==> src/rtl/clk_gate_ctrl_pkg.sv <==
// Shared types and helpers for the automatic clock-gate enable controller.
package clk_gate_ctrl_pkg;

    // Controller states: clock running, clock gated, and the settle window after re-enable.
    typedef enum logic [1:0] {
        ACTIVE = 2'd0,
        OFF    = 2'd1,
        WAKE   = 2'd2
    } state_e;

    // Default number of settle cycles spent in WAKE.
    localparam int WAKE_CYCLES_DEFAULT = 2;

    // Width of the wake counter: enough to hold WAKE_CYCLES, never narrower than one bit
    // so the counter stays a legal vector even when the settle window is disabled.
    function automatic int wake_cnt_width(input int wake_cycles);
        int w;
        w = $clog2(wake_cycles + 1);
        return (w < 1) ? 1 : w;
    endfunction

    // Wake counter width for the default settle window.
    localparam int WAKE_CNT_W_DEFAULT = wake_cnt_width(WAKE_CYCLES_DEFAULT);

endpackage

==> src/rtl/clk_gate_ctrl.sv <==
// Automatic clock-gate enable controller. Drives the en_i of a downstream
// tc_clk_gating cell: gates the clock after a programmable run of idle cycles,
// re-enables it on a wake source and runs a 4-phase wake handshake.
module clk_gate_ctrl
    import clk_gate_ctrl_pkg::*;
#(
    parameter int IDLE_CNT_W  = 8,
    parameter int WAKE_CYCLES = WAKE_CYCLES_DEFAULT
) (
    input  logic                  clk_i,
    input  logic                  rst_i,
    input  logic                  busy_i,
    input  logic                  sw_en_i,
    input  logic                  test_mode_i,
    input  logic [IDLE_CNT_W-1:0] idle_thresh_i,
    input  logic                  wake_req_i,
    output logic                  wake_ack_o,
    output logic                  gate_en_o,
    output logic                  gated_o
);

    localparam int WAKE_CNT_W = wake_cnt_width(WAKE_CYCLES);
    localparam logic [WAKE_CNT_W-1:0] WAKE_LOAD = WAKE_CNT_W'(WAKE_CYCLES);
    localparam logic [WAKE_CNT_W-1:0] WAKE_ONE  = WAKE_CNT_W'(1);

    state_e                  state;
    logic                    gate_en_q;
    logic [IDLE_CNT_W-1:0]   idle_cnt;
    logic [WAKE_CNT_W-1:0]   wake_cnt;
    logic                    idle;
    logic                    wake_src;
    logic                    thresh_hit;
    logic [IDLE_CNT_W:0]     idle_cnt_inc;

    // A pending wake request counts as activity, so a handshake can never be cut short by gating.
    assign idle     = !busy_i && !sw_en_i && !test_mode_i && !wake_req_i;
    assign wake_src = sw_en_i || test_mode_i || wake_req_i;

    // One extra bit keeps the comparison honest when the counter sits at all-ones.
    assign idle_cnt_inc = {1'b0, idle_cnt} + {{IDLE_CNT_W{1'b0}}, 1'b1};

    // Greater-or-equal so that lowering the threshold mid-count gates on the very next idle cycle.
    assign thresh_hit = (idle_thresh_i != '0) && (idle_cnt_inc >= {1'b0, idle_thresh_i});

    // Test mode bypasses the register so scan always sees a running clock.
    assign gate_en_o = gate_en_q || test_mode_i;

    // Gating FSM with idle and settle counters; every output except gate_en_o is registered.
    always_ff @(posedge clk_i or posedge rst_i) begin
        if (rst_i) begin
            state      <= ACTIVE;
            gate_en_q  <= 1'b1;
            idle_cnt   <= '0;
            wake_cnt   <= '0;
            wake_ack_o <= 1'b0;
            gated_o    <= 1'b0;
        end else begin
            wake_ack_o <= wake_req_i && (state == ACTIVE);
            case (state)
                ACTIVE: begin
                    if (!idle) begin
                        idle_cnt <= '0;
                    end else if (thresh_hit) begin
                        state     <= OFF;
                        gate_en_q <= 1'b0;
                        gated_o   <= 1'b1;
                        idle_cnt  <= '0;
                    end else if (idle_cnt != '1) begin
                        idle_cnt <= idle_cnt_inc[IDLE_CNT_W-1:0];
                    end
                end
                OFF: begin
                    if (wake_src) begin
                        gate_en_q <= 1'b1;
                        gated_o   <= 1'b0;
                        if (WAKE_CYCLES == 0) begin
                            state <= ACTIVE;
                        end else begin
                            state    <= WAKE;
                            wake_cnt <= WAKE_LOAD;
                        end
                    end
                end
                WAKE: begin
                    if (wake_cnt <= WAKE_ONE) begin
                        state    <= ACTIVE;
                        wake_cnt <= '0;
                    end else begin
                        wake_cnt <= wake_cnt - WAKE_ONE;
                    end
                end
                default: begin
                    state     <= ACTIVE;
                    gate_en_q <= 1'b1;
                    gated_o   <= 1'b0;
                    idle_cnt  <= '0;
                    wake_cnt  <= '0;
                end
            endcase
        end
    end

endmodule
==> config.mk <==
export PLATFORM = sky130hd
export DESIGN_NAME = clk_gate_ctrl
export DESIGN_NICKNAME = d
export VERILOG_FILES = /design/src/rtl/clk_gate_ctrl_pkg.sv /design/src/rtl/clk_gate_ctrl.sv
export SDC_FILE = /design/constraint.sdc
export NUM_CORES = 1
export LEC_CHECK = 0
export CAP_MARGIN = 10
export CORE_MARGIN = 1
export CORE_UTILIZATION = 25
export CTS_CLUSTER_SIZE = 40
export DETAILED_ROUTE_END_ITERATION = 7
export PLACE_DENSITY_LB_ADDON = 0.25
export SLEW_MARGIN = 20
export SYNTH_ARGS = -nofsm -noshare
export SYNTH_HDL_FRONTEND = slang
export SYNTH_SLANG_ARGS = --single-unit
==> constraint.sdc <==
create_clock -name clk_i -period 3.25 [get_ports clk_i]
set_input_delay 0.325 -clock clk_i [delete_from_list [all_inputs] [get_ports clk_i]]
set_output_delay 0.325 -clock clk_i [all_outputs]
set_load 0.02 [all_outputs]
==> metrics, run 1 <==
Syn Std Cell Area about 1100 um^2; first drt pass iteration count 4; period utilization slightly above 90%; Post-CTS Setup Bufs 0; pre-CTS setup slack ~240 ps; Peak VDD IR around 0.00014 V; CTS resizes 0; number of warnings issued by yosys 0; area fraction of the dominant cell type after synthesis just over 30%; final setup fails 0; antenna-violating nets left 0; die width slightly below 70 um; Mapped Cells ~120; die area between 4000 and 5000 um^2; placer congestion estimate between 0.8 and 0.9; initial antenna violation count 0; Reg clk slew, reported paths 60 ps; H-tree levels 1; Worst R2R Start idle_cnt[0]$_DFFE_PP0P_; crit path max fanout 5; number of synthesized flops with an enable pin 0; Slew Limit Headroom between 60 and 70%; vias between 900 and 1000; Static Leak between 0.0006 and 0.0007 uW; layout net count approximately 170; clk root buf clkbuf_8; Final Max Slew Viols 0; Ports 17; Clock Path Buffers 2; number of DRC markers in iteration 0 a little under 60; Min Clock Period, post-route 2970 ps; Placeable Area approximately 4300 um^2; RSZ-0062 raised after global routing false; Power Dens Cells roughly 280 nW/um^2; fill count 461; Die Ht around 70 um; CTS tree yes; flop-to-flop setup slack around 280 ps; Port Buffer Count 16; CP max stage cell dfrtp_1; Tightest Pin Transition 575 ps; Setup crit start idle_cnt[0]$_DFFE_PP0P_; Req. time, crit path ~3400 ps; Rows 24; Finished Layout Cells 194; Synth-to-Final Area Change 24.6%; crit path DAT roughly 3100 ps; outcome finished clean; placed insts 190; fmax between 0.3 and 0.4 GHz; # hold bufs at CTS 0; CTS buffer count 3; syn_area_per_cell a little over 9 um^2; critical path's largest stage delay 410 ps; Critical Path End Type register; global-route wire length before repair slightly above 4000 um; CTS Sinks 15; vias in the first global route just over 900; share of post-route cells with drive strength above 1 between 10% and 20%; Synth Net Count about 150; drt via density roughly 4.8; register bit total from synthesis 15; Multi-input gate area around 690 um^2; register cell area after layout between 300 and 400 um^2; synth top area cells dfrtp_1, ha_1, inv_1, nand2_1, xnor2_1; Overall Global Routing Usage between 10 and 15%; largest net degree at the start of global routing 16; final hold vios 0; Initial Util about 26%; Max Cap Viol 0; Worst-Skew Late Latency approximately 240 ps; ys async rst share 100%; final worst slack approximately 280 ps; Hold WC Path Type input port to asynchronous set/reset pin; Routed WL per cell 12.2 um; Crit Path Category register to register; DRC viols 0; worst clock skew roughly 2.8 ps; crit start category register; worst path cell trace ha_2, nand3_1, nor2_1, nand2_1, xnor2_1, ha_1, and2_0, a221o_1, a221oi_4, o21ai_2, o2bb2a_1, o31ai_1; post-DP HPWL 1920 um; setup TNS 0 ps; GRT Residual Overflow 0; Top FF cell, synth dfrtp_1; count of cell types in the netlist 43; final wirelength around 2400 um; area leader, netlist dfrtp_1; # diodes 0; sequential element share of the synthesized area about a third
[state kept, by name, summed over array words and instances (netlist names)]
name	flops
gate_en_q	1
gated_o	1
idle_cnt	8
state	2
wake_ack_o	1
wake_cnt	2
[synthesized netlist by cell type, types with 2 or more instances]
cell type  instances
a21oi_1            5
inv_1             16
xnor2_1            4
and2_1             2
o21ai_1            3
o21ai_0            4
nor4_1             2
nand3b_1           2
nor2_1             5
dfrtp_1           14
ha_1              12
nand2_1           11
o22a_1             3
nand3_1            4
a21o_1             3
or4_1              2
or2_2              2
nor3_1             2
a32o_1             2
[path summary, 6_finish.rpt]
path	to	cells after the start
worst max-delay path	idle_cnt[3]$_DFFE_PP0P_	12
worst min-delay path	wake_ack_o$_DFF_PP0_	2
worst max register to register	idle_cnt[3]$_DFFE_PP0P_	12
worst min register to register	state[1]$_DFFE_PP0P_	1
max in group asynchronous	idle_cnt[3]$_DFFE_PP0P_	2
min in group clk_i	state[1]$_DFFE_PP0P_	1
[metrics by stage]
step           hold WS [ps]  power (uW)  util, %  instance area, um^2
6_report                444         391     32.4                 1400
5_1_grt                 513         414     32.4                 1400
4_1_cts                 478         397     32.3                 1400
3_5_place_dp            522         247     31.3                 1350
3_3_place_gp            504         246     31.3                 1350
2_1_floorplan           226         220        -                 1120
[per-layer routing]
layer  global-route usage [%]  share of wire (%)
met5                        0                  0
met4                     2.04                1.3
met3                     3.07                4.3
met2                     18.3                 50
met1                     12.3                 44
[final cells by class]
type | instances | share of cell area (%)
multi-input combinational | 90 | 49.0
clock buffer | 4 | 3.22
tap | 52 | 4.65
timing repair buffer | 17 | 12.0
sequential | 15 | 26.9
inverter | 16 | 4.29
[power breakdown]
| part | total, uW | leakage (uW) | switching (uW) | internal [uW] |
|---|---|---|---|---|
| sequential | 191 | 0.000204 | 1.56 | 190 |
| clock | 148 | 0.0000228 | 61.0 | 86.7 |
| combinational | 51.6 | 0.000431 | 25.3 | 26.3 |
| total | 391 | 0.000657 | 87.8 | 303 |
[cell families after synthesis]
family	synth area share (%)
buf+inv	5.68
compound gates	23.1
fa+ha+maj	13.4
simple gates	19.5
xor+xnor	3.90
flops	33.5
mux	1.00
[critical path, delay by kind of cell, from the launching register on]
| family | cells | cell delay, ps |
|---|---|---|
| AND/OR/NAND/NOR | 4 | 610 |
| AO/OA/AOI/OAI | 5 | 1160 |
| adder cells (fa/ha/maj) | 2 | 550 |
| flip-flops | 1 | 410 |
| XOR/XNOR | 1 | 140 |
[cell usage in the layout (no fill, tap or decap), drive strengths merged, types with 2 or more instances in the layout]
master,n
or4,2
xnor2,4
nor3,2
a21oi,5
and2,3
inv,16
clkbuf,4
or2,2
a21o,3
nand3,4
nand2,11
o22a,3
nand3b,2
o21ai,8
clkdlybuf4s50,16
a32o,2
dfrtp,14
ha,12
nor4,2
nor2,6
Power figures use the tool's default switching activity.
==> run 2: changes to the inputs <==
--- a/config.mk
+++ b/config.mk
@@ -5,6 +5,7 @@
 export SDC_FILE = /design/constraint.sdc
 export NUM_CORES = 1
 export LEC_CHECK = 0
+export ABC_CLOCK_PERIOD_IN_PS = 3250
 export CAP_MARGIN = 10
 export CORE_MARGIN = 1
 export CORE_UTILIZATION = 25
==> results of run 2 <==
The final DEF is identical to that of run 1; final timing and power are the same.
==> run 3: changes to the inputs <==
--- a/config.mk
+++ b/config.mk
@@ -7,6 +7,7 @@
 export LEC_CHECK = 0
 export ABC_CLOCK_PERIOD_IN_PS = 3250
 export CAP_MARGIN = 10
+export CORE_ASPECT_RATIO = 1.1
 export CORE_MARGIN = 1
 export CORE_UTILIZATION = 25
 export CTS_CLUSTER_SIZE = 40
==> run 3 against run 2 <==
Global-route usage is 0.86 points higher. Sequential power barely moved. Largest power group unchanged. First-iteration DRC count is 49% lower. Power down 0.51%. Critical path depth unchanged. Die area about the same. Maximum frequency shrank 3.1%. Sequential share of layout area stayed put.
==> metrics, run 3 (synthesis results as in run 1) <==
number of flip-flops in the largest register 8 (unchanged); clk root buf clkbuf_8; initial antenna violation count 0 (unchanged); CTS Sinks 15 (unchanged); final wirelength 2450 um (+3.2%); most flop-heavy register idle_cnt; crit start category register; Crit Path Category register to register; outcome finished clean; Static Leak 0.000660 uW (+0.46%); Overall Global Routing Usage 11.2% (+0.86 points); final worst slack 182 ps (-94.8 ps); Clock Path Buffers 2 (unchanged); Routed WL per cell 12.5 um (+2.2%); Reg clk slew, reported paths 60 ps (about the same); CTS tree yes; CTS resizes 0 (unchanged); number of DRC markers in iteration 0 30 (-49%); DRC viols 0 (unchanged); Ports 17 (unchanged); GRT Residual Overflow 0 (unchanged); Top Registers idle_cnt x8, state x2, wake_cnt x2; flop-to-flop setup slack 180 ps (-90 ps); Port Buffer Count 16 (unchanged); Slew Limit Headroom 60.6% (-1.0 points); H-tree levels 1 (unchanged); placer congestion estimate 0.840 (-1.9%); setup TNS 0 ps (unchanged); Req. time, crit path 3400 ps (about the same); overall power 389 uW (-0.51%); Die Ht 72.3 um (+4.7%); Min Clock Period, post-route 3070 ps (+94.8 ps); RSZ-0062 raised after global routing false; # hold bufs at CTS 0 (unchanged); post-DP HPWL 1950 um (+1.8%); fmax 0.326 GHz (-3.1%); die area 4770 um^2 (about the same); Initial Util 26.0% (+0.045 points); die width 65.9 um (-4.5%); crit path max fanout 5 (unchanged); final core occ 32.4% (+0.056 points); Critical Path End Type register; Placeable Area 4320 um^2 (-0.17%); Worst R2R Start idle_cnt[0]$_DFFE_PP0P_; Post-CTS Setup Bufs 0 (unchanged); CTS buffer count 3 (unchanged); Critical R2R Capture idle_cnt[3]$_DFFE_PP0P_; Peak VDD IR 0.000182 V (+28%); share of post-route cells with drive strength above 1 9.86% (-0.70 points); vias in the first global route 996 (+6.6%); Final Max Slew Viols 0 (unchanged); Worst-Skew Late Latency 240 ps (about the same); most frequent cells in the layout inv_1, clkdlybuf4s50_1, dfrtp_1, ha_1, nand2_1; Max Cap Viol 0 (unchanged); # diodes 0 (unchanged); largest net degree at the start of global routing 16 (unchanged); period utilization 94.4% (+2.9 points); global-route wire length before repair 4200 um (+4.3%); worst clock skew 1.54 ps (-1.27 ps); pre-CTS setup slack 201 ps (-39.9 ps); vias 957 (+2.5%); Rows 25 (+4.2%); antenna-violating nets left 0 (unchanged); final setup fails 0 (unchanged); layout net count 169 (unchanged); final hold vios 0 (unchanged); Tightest Pin Transition 590 ps (+15.7 ps); Synth-to-Final Area Change 24.6% (unchanged); crit path DAT 3220 ps (+100 ps); first drt pass iteration count 4 (unchanged); drt via density 4.88 (+1.4%); cells on worst reg2reg path 12 (unchanged); Hold WC Path Type input port to asynchronous set/reset pin; Power Dens Cells 278 nW/um^2 (-0.51%)
==> run 3: cell types whose count changed in the layout (fill, tap and decap cells not counted) <==
cell / before / now
ha_1: 11 / 12
ha_2: 1 / 0
==> run 3: power by group <==
part	internal, uW	switching, uW
Sequential	190	1.62
Clock	86.5	58.5
Combinational	26.2	25.9
==> run 3: how the worst max path moves through the flow <==
stage / start / end / cells after the start
global placement: idle_cnt[0]$_DFFE_PP0P_ / state[1]$_DFFE_PP0P_ / 12
floorplan: idle_cnt[0]$_DFFE_PP0P_ / idle_cnt[3]$_DFFE_PP0P_ / 12
CTS: idle_cnt[0]$_DFFE_PP0P_ / idle_cnt[3]$_DFFE_PP0P_ / 12
finish: idle_cnt[0]$_DFFE_PP0P_ / idle_cnt[3]$_DFFE_PP0P_ / 12
detailed placement: idle_cnt[0]$_DFFE_PP0P_ / idle_cnt[3]$_DFFE_PP0P_ / 12
global route: idle_cnt[0]$_DFFE_PP0P_ / idle_cnt[3]$_DFFE_PP0P_ / 12
==> run 3: cell type report <==
class	count	area, um^2
inverters	16	60.1
clock buffers	4	45.0
fillers	447	2920
well taps	54	67.6
multi-input cells	90	683
flip-flops and latches	15	377
repair buffers	17	168
==> run 3: critical path, stage by stage (launching register included) <==
cell and delay, ps:
dfrtp_1 410, ha_1 290, nand3_1 170, nor2_1 210
nand2_1 120, xnor2_1 140, ha_1 290, and2_0 170
a221o_1 330, a221oi_4 320, o21ai_2 140, o2bb2a_1 310
o31ai_1 70
==> run 3: routing by layer <==
layer / wire length, um / track usage, % / vias up
met5: 0 / 0 / -
met4: 26 / 4.59 / 0
met3: 116 / 1.57 / 2
met2: 1190 / 19.4 / 28
met1: 1120 / 13.7 / 446
li1: - / - / 481
==> run 3: metrics by stage <==
stage	hold slack [ps]	instances	instance area, um^2
after floorplan	226	122	1120
after global placement	510	192	1360
after detailed placement	515	192	1360
after CTS	475	196	1400
after global routing	525	196	1400
final	447	196	1400
